File: src/rtl/pio_irq_pkg.sv
// Shared definitions for the pio_irq_ctrl register file: word addresses and
// the register address type used by the Avalon-MM slave decode.
package pio_irq_pkg;

  typedef logic [2:0] reg_addr_t;

  localparam reg_addr_t ADDR_DATA_IN  = 3'd0;
  localparam reg_addr_t ADDR_DATA_OUT = 3'd1;
  localparam reg_addr_t ADDR_IRQ_MASK = 3'd2;
  localparam reg_addr_t ADDR_EDGE_CAP = 3'd3;
  localparam reg_addr_t ADDR_EDGE_POL = 3'd4;
  localparam reg_addr_t ADDR_TSTAMP   = 3'd5;

endpackage

File: src/rtl/pio_debounce.sv
// Single-bit input conditioner: SYNC_STAGES-deep synchroniser followed by a
// debounce counter. The stable level only follows the synchronised input
// once it has disagreed with it for DEBOUNCE_CYCLES consecutive cycles.
module pio_debounce #(
  parameter int unsigned SYNC_STAGES     = 2,
  parameter int unsigned DEBOUNCE_CYCLES = 50000
) (
  input  logic clk,
  input  logic rst_n,
  input  logic din,
  output logic stable
);

  localparam int unsigned CntW = $clog2(DEBOUNCE_CYCLES + 1);
  localparam logic [CntW-1:0] CntLast = CntW'(DEBOUNCE_CYCLES - 1);

  logic [SYNC_STAGES-1:0] sync_q;
  logic [CntW-1:0]        cnt_q;
  logic                   stable_q;
  logic                   synced;

  assign synced = sync_q[SYNC_STAGES-1];
  assign stable = stable_q;

  // Shift the raw asynchronous input through the synchroniser chain.
  always_ff @(posedge clk or negedge rst_n) begin
    if (!rst_n) begin
      sync_q <= '0;
    end else begin
      sync_q <= {sync_q[SYNC_STAGES-2:0], din};
    end
  end

  // Count consecutive disagreeing samples; accept the new level on the last one.
  always_ff @(posedge clk or negedge rst_n) begin
    if (!rst_n) begin
      cnt_q    <= '0;
      stable_q <= 1'b0;
    end else if (synced == stable_q) begin
      cnt_q <= '0;
    end else if (cnt_q == CntLast) begin
      cnt_q    <= '0;
      stable_q <= ~stable_q;
    end else begin
      cnt_q <= cnt_q + 1'b1;
    end
  end

endmodule

File: src/rtl/pio_irq_ctrl.sv
// Parametrised PIO with Avalon-MM slave: output register, debounced inputs,
// polarity-selectable edge capture and a maskable level interrupt.
// Optional cycle timestamp of the first captured edge: define PIO_IRQ_TSTAMP_EN.
module pio_irq_ctrl
  import pio_irq_pkg::*;
#(
  parameter int unsigned IN_WIDTH        = 4,
  parameter int unsigned OUT_WIDTH       = 4,
  parameter int unsigned SYNC_STAGES     = 2,
  parameter int unsigned DEBOUNCE_CYCLES = 50000,
  parameter int unsigned OUT_RESET_VAL   = 0
) (
  input  logic                 clk_clk,
  input  logic                 reset_reset_n,
  input  logic [2:0]           avs_address,
  input  logic                 avs_read,
  input  logic                 avs_write,
  input  logic [31:0]          avs_writedata,
  output logic [31:0]          avs_readdata,
  output logic                 irq,
  input  logic [IN_WIDTH-1:0]  switches_export,
  output logic [OUT_WIDTH-1:0] leds_export
);

  reg_addr_t            addr;
  logic [IN_WIDTH-1:0]  stable;
  logic [IN_WIDTH-1:0]  stable_prev_q;
  logic [IN_WIDTH-1:0]  set_vec;
  logic [IN_WIDTH-1:0]  w1c;
  logic [IN_WIDTH-1:0]  mask_q;
  logic [IN_WIDTH-1:0]  pol_q;
  logic [IN_WIDTH-1:0]  cap_q;
  logic [IN_WIDTH-1:0]  cap_d;
  logic [OUT_WIDTH-1:0] out_q;
  logic                 irq_q;
  logic [31:0]          rd_mux;
  logic [31:0]          readdata_q;
  logic [31:0]          tstamp_rd;
  logic                 unused_wdata;

  assign addr         = reg_addr_t'(avs_address);
  assign leds_export  = out_q;
  assign irq          = irq_q;
  assign avs_readdata = readdata_q;
  // Upper write-data bits are architecturally ignored.
  assign unused_wdata = ^avs_writedata;

  for (genvar i = 0; i < IN_WIDTH; i++) begin : g_in
    pio_debounce #(
      .SYNC_STAGES    (SYNC_STAGES),
      .DEBOUNCE_CYCLES(DEBOUNCE_CYCLES)
    ) u_debounce (
      .clk   (clk_clk),
      .rst_n (reset_reset_n),
      .din   (switches_export[i]),
      .stable(stable[i])
    );
  end

  // Qualify debounced edges by polarity and merge with write-1-to-clear (set wins).
  always_comb begin
    set_vec = (stable & ~stable_prev_q & ~pol_q) | (~stable & stable_prev_q & pol_q);
    w1c     = '0;
    if (avs_write && (addr == ADDR_EDGE_CAP)) begin
      w1c = avs_writedata[IN_WIDTH-1:0];
    end
    cap_d = (cap_q & ~w1c) | set_vec;
  end

  // Register file, edge history and registered interrupt.
  always_ff @(posedge clk_clk or negedge reset_reset_n) begin
    if (!reset_reset_n) begin
      out_q         <= OUT_WIDTH'(OUT_RESET_VAL);
      mask_q        <= '0;
      pol_q         <= '0;
      cap_q         <= '0;
      stable_prev_q <= '0;
      irq_q         <= 1'b0;
    end else begin
      if (avs_write) begin
        case (addr)
          ADDR_DATA_OUT: out_q  <= avs_writedata[OUT_WIDTH-1:0];
          ADDR_IRQ_MASK: mask_q <= avs_writedata[IN_WIDTH-1:0];
          ADDR_EDGE_POL: pol_q  <= avs_writedata[IN_WIDTH-1:0];
          default: ;
        endcase
      end
      cap_q         <= cap_d;
      stable_prev_q <= stable;
      irq_q         <= |(cap_q & mask_q);
    end
  end

`ifdef PIO_IRQ_TSTAMP_EN
  logic [31:0] cycle_q;
  logic [31:0] tstamp_q;

  // Free-running cycle counter; latch it on the first edge into an empty EDGE_CAP.
  always_ff @(posedge clk_clk or negedge reset_reset_n) begin
    if (!reset_reset_n) begin
      cycle_q  <= '0;
      tstamp_q <= '0;
    end else begin
      cycle_q <= cycle_q + 32'd1;
      if ((cap_q == '0) && (set_vec != '0)) begin
        tstamp_q <= cycle_q;
      end
    end
  end

  assign tstamp_rd = tstamp_q;
`else
  assign tstamp_rd = '0;
`endif

  // Read decode; unimplemented addresses and bits read as zero.
  always_comb begin
    rd_mux = '0;
    case (addr)
      ADDR_DATA_IN:  rd_mux = 32'(stable);
      ADDR_DATA_OUT: rd_mux = 32'(out_q);
      ADDR_IRQ_MASK: rd_mux = 32'(mask_q);
      ADDR_EDGE_CAP: rd_mux = 32'(cap_q);
      ADDR_EDGE_POL: rd_mux = 32'(pol_q);
      ADDR_TSTAMP:   rd_mux = tstamp_rd;
      default:       rd_mux = '0;
    endcase
  end

  // Registered read data, held while no read is in progress.
  always_ff @(posedge clk_clk or negedge reset_reset_n) begin
    if (!reset_reset_n) begin
      readdata_q <= '0;
    end else if (avs_read) begin
      readdata_q <= rd_mux;
    end
  end

endmodule

File: config.mk
export PLATFORM = sky130hd
export DESIGN_NAME = pio_irq_ctrl
export DESIGN_NICKNAME = d
export VERILOG_FILES = /design/src/rtl/pio_irq_pkg.sv /design/src/rtl/pio_debounce.sv /design/src/rtl/pio_irq_ctrl.sv
export SDC_FILE = /design/constraint.sdc
export NUM_CORES = 1
export LEC_CHECK = 0
export ABC_CLOCK_PERIOD_IN_PS = 1800
export CAP_MARGIN = 10
export CORE_UTILIZATION = 49
export DETAILED_ROUTE_END_ITERATION = 8
export HOLD_SLACK_MARGIN = 0.06
export PLACE_DENSITY = 0.86
export SYNTH_ARGS = -nofsm -noshare
export SYNTH_HDL_FRONTEND = slang
export SYNTH_HIERARCHICAL = 1
export SYNTH_SLANG_ARGS = --single-unit
File: constraint.sdc
create_clock -name clk_clk -period 1.8 [get_ports clk_clk]
set_clock_uncertainty 0.1 [all_clocks]
set_input_delay 0.54 -clock clk_clk [delete_from_list [all_inputs] [get_ports clk_clk]]
set_output_delay 0.54 -clock clk_clk [all_outputs]
set_load 0.1 [all_outputs]
==> impl_results.md <==
* Chip height at 102.7 um
* Register bit count reported by yosys at 101
* Initial DRT Pass Iterations at 5
* Crit path DAT at 2.10 ns
* Die area at 10560 um^2
* Unrepaired setup endpoints after global routing: true
* # H-tree levels at 3
* First-pass GRT wire length at 17500 um
* Final Slew Violations at 0
* Core Footprint at 9819 um^2
* DP Wirelength at 6855 um
* CP Max Fanout at 8
* Failing checks: negative setup slack
* Capture point of the worst reg-to-reg path: g_in[1].u_debounce/cnt_q[5]$_DFF_PN0_
* Leakage power at 2.605 nW
* IO Pins at 80
* Main combinational cell family by area after synthesis: simple AND/OR/NAND/NOR gates
* Grt total ovfl at 0
* Asr flop ratio synth at 1.000
* Vias per cell at 5.401
* R2R setup slack at -0.15 ns
* Crit start category: flip-flop
* Status: finished with violations
* TritonCTS buffer count at 9
* Area Overhead vs Synth at 25.41%
* Ratio of cells with drive above 1 in the final layout at 0.2786
* Remaining DRCs at 0
* Post-Layout Inst Area at 6237 um^2
* Clk slew on worst S/H paths at 0.09 ns
* Nets at 604
* Post-Synth Simple-Gate Area at 0.2304
* Final design utilization at 0.6352
* Xor/xnor share of the synthesized area at 0.1039
* Commonest non-fill, non-tap cell in the layout: dfrtp_1
* Worst hold path type: in2async
* Post-DP Area at 5718 um^2
* Multi-input gate area at 2466 um^2
* Placed cells at 668
* VDD IR-drop max at 0.0004334 V
* Warnings from Yosys at 6
* GP Congestion at 0.8871
* Buffers on Ports at 23
* Minimum clock period at 1.955 ns
* Max Root-Sink Buffers at 2
* Synthesized area at 4974 um^2
* Iter 0 DRT Violations at 187
* Seq/Total Area, Yosys at 0.5082
* Top FF cell, synth: dfrtp_1
* PwrDens at 811.7 nW/um^2
* Period utilization at 1.086
* Max Cap Viol at 0
* Total number of vias at 3743
* Routed wire per std cell at 15.61 um
* R2r worst-path depth at 5
* Largest net degree at the start of global routing at 63
* Initial core utilization at 0.5065
* Global Route Usage Sum at 0.2145
* Worst skew pair latency at 0.36 ns
* Slew Limit Headroom at 0.3841
* Synth Area in Adders at 0.01006
* Hold_ws at 0.06095 ns
* Vias in the first global route at 3757
* Final std cells w/o fill at 693
* Placement row count at 36
* Place WS at -0.3383 ns
* Post-synthesis mux area share at 0.05132
* Sink Count at 101
* Crit Path Class: reg2reg
* Crit. End Element: flip-flop
* Max Freq at 511.6 MHz
* Final setup violation count at 55
* RR Startpoint: g_in[1].u_debounce/cnt_q[10]$_DFF_PN0_
* Final WS setup at -0.1546 ns
* Die extent in x at 102.7 um
* Post-Syn Area per Cell at 10.67 um^2
* Post-detailed-route count of antenna-violating nets at 0
* Routed WL at 10820 um
* Fillers at 740
* Most frequent cells in the layout: 101 x dfrtp_1, 59 x buf_4, 52 x nor2_1
* Initial antenna violation count at 0
* Post-Syn Instances at 466
* Compound-Gate Fraction of Synth Area at 0.02994
* Netlist cell types at 44
* Register area at 2527 um^2
* Count of flip-flops with a built-in enable after synthesis at 0
* CTS tree: built
* Least-Margin Pin Slew at 0.9208 ns
* Worst path required time at 1.95 ns
* Antenna cells at 0
* Fin. Hold Viols at 0
* Clock root buffer: clkbuf_8
## Yosys cell counts, types with 2 or more instances
| library cell | count | share of area |
|---|---|---|
| nand4_1 | 21 | 0.026 |
| nand4bb_1 | 4 | 0.0091 |
| nor4bb_1 | 2 | 0.0040 |
| buf_6 | 5 | 0.011 |
| mux2_4 | 5 | 0.015 |
| nand2_1 | 25 | 0.019 |
| buf_2 | 2 | 0.0020 |
| o211ai_1 | 4 | 0.0060 |
| and3_2 | 4 | 0.0060 |
| or4_4 | 4 | 0.0091 |
| mux2_2 | 16 | 0.036 |
| or4b_1 | 4 | 0.0081 |
| nor3_1 | 15 | 0.015 |
| o21ai_0 | 4 | 0.0040 |
| a22oi_1 | 7 | 0.011 |
| a21oi_1 | 2 | 0.0020 |
| nor4_1 | 11 | 0.014 |
| xor2_1 | 22 | 0.039 |
| ha_1 | 4 | 0.010 |
| xnor2_1 | 37 | 0.065 |
| and4_1 | 4 | 0.0070 |
| inv_1 | 11 | 0.0083 |
| or3b_2 | 4 | 0.0070 |
| dfrtp_1 | 101 | 0.51 |
| nor2_1 | 77 | 0.058 |
| nand3_1 | 21 | 0.021 |
| nand2_4 | 4 | 0.0091 |
| a31oi_1 | 3 | 0.0038 |
| buf_4 | 28 | 0.042 |
## area by class of cell
cell class              count  area share
clock buffers              12     0.02327
clock inverters             2    0.005617
inverters                  11    0.006620
multi-input cells         347      0.3954
flip-flops and latches    101      0.4052
well taps                 133     0.02668
repair buffers             87      0.1372
## state kept, by name (all words and copies together), names as in the netlist
| signal | count |
|---|---|
| avs_readdata | 4 |
| cap_q | 4 |
| g_in.u_debounce/cnt_q | 64 |
| g_in.u_debounce/stable | 4 |
| g_in.u_debounce/sync_q | 8 |
| irq | 1 |
| leds_export | 4 |
| mask_q | 4 |
| pol_q | 4 |
| stable_prev_q | 4 |
## per-stage QoR
stage	TNS, ns	total power [mW]
floorplan	-2.260	3.333
global placement	-6.412	3.633
detailed placement	-8.223	3.662
CTS	-3.898	5.082
global route	-8.817	5.262
finish	-6.583	5.063
## power by group
| part | leakage, nW | switching [mW] | internal (mW) |
|---|---|---|---|
| registers | 1.35 | 0.132 | 2.39 |
| logic | 1.17 | 0.779 | 0.370 |
| clock network | 0.0923 | 0.722 | 0.666 |
## worst max-delay path, cell delays in order (launching register included)
cell and delay [ns]:
dfrtp_1 0.39, or4b_1 0.53, or4_4 0.50, buf_12 0.16, nand2_8 0.10, nor2_1 0.06
## routing by layer
layer | track usage | vias up | part of all wire
li1 | - | 1757 | -
met1 | 0.2553 | 1866 | 0.39
met2 | 0.3903 | 102 | 0.55
met3 | 0.03864 | 18 | 0.044
met4 | 0.07259 | 0 | 0.019
met5 | 0 | - | 0
## what timing repair did
item	in CTS	in global routing
setup endpoints to repair	68	71
pin swaps	8	3
gates cloned	2	1
gates resized for setup	20	33
buffers inserted	3	5
hold buffers	0	0
## kinds of logic after synthesis
family          count (synthesis)
mux                            21
simple gates                  210
other cells                     1
fa+ha+maj                       4
flops                         101
compound gates                 22
xor+xnor                       59
buf+inv                        48
## worst max-delay path by stage
stage,start,end,slack (ns),cells after the start
floorplan,g_in[1].u_debounce/cnt_q[4]$_DFF_PN0_,g_in[1].u_debounce/stable$_DFFE_PN0P_,-0.14,4
global placement,avs_address[0],avs_readdata[1]$_DFFE_PN0P_,-0.35,5
detailed placement,avs_address[0],avs_readdata[1]$_DFFE_PN0P_,-0.34,5
CTS,g_in[0].u_debounce/cnt_q[10]$_DFF_PN0_,g_in[0].u_debounce/stable$_DFFE_PN0P_,-0.14,3
global route,g_in[1].u_debounce/cnt_q[10]$_DFF_PN0_,g_in[1].u_debounce/cnt_q[5]$_DFF_PN0_,-0.19,5
finish,g_in[1].u_debounce/cnt_q[10]$_DFF_PN0_,g_in[1].u_debounce/cnt_q[5]$_DFF_PN0_,-0.15,5
Power figures use the tool's default switching activity.
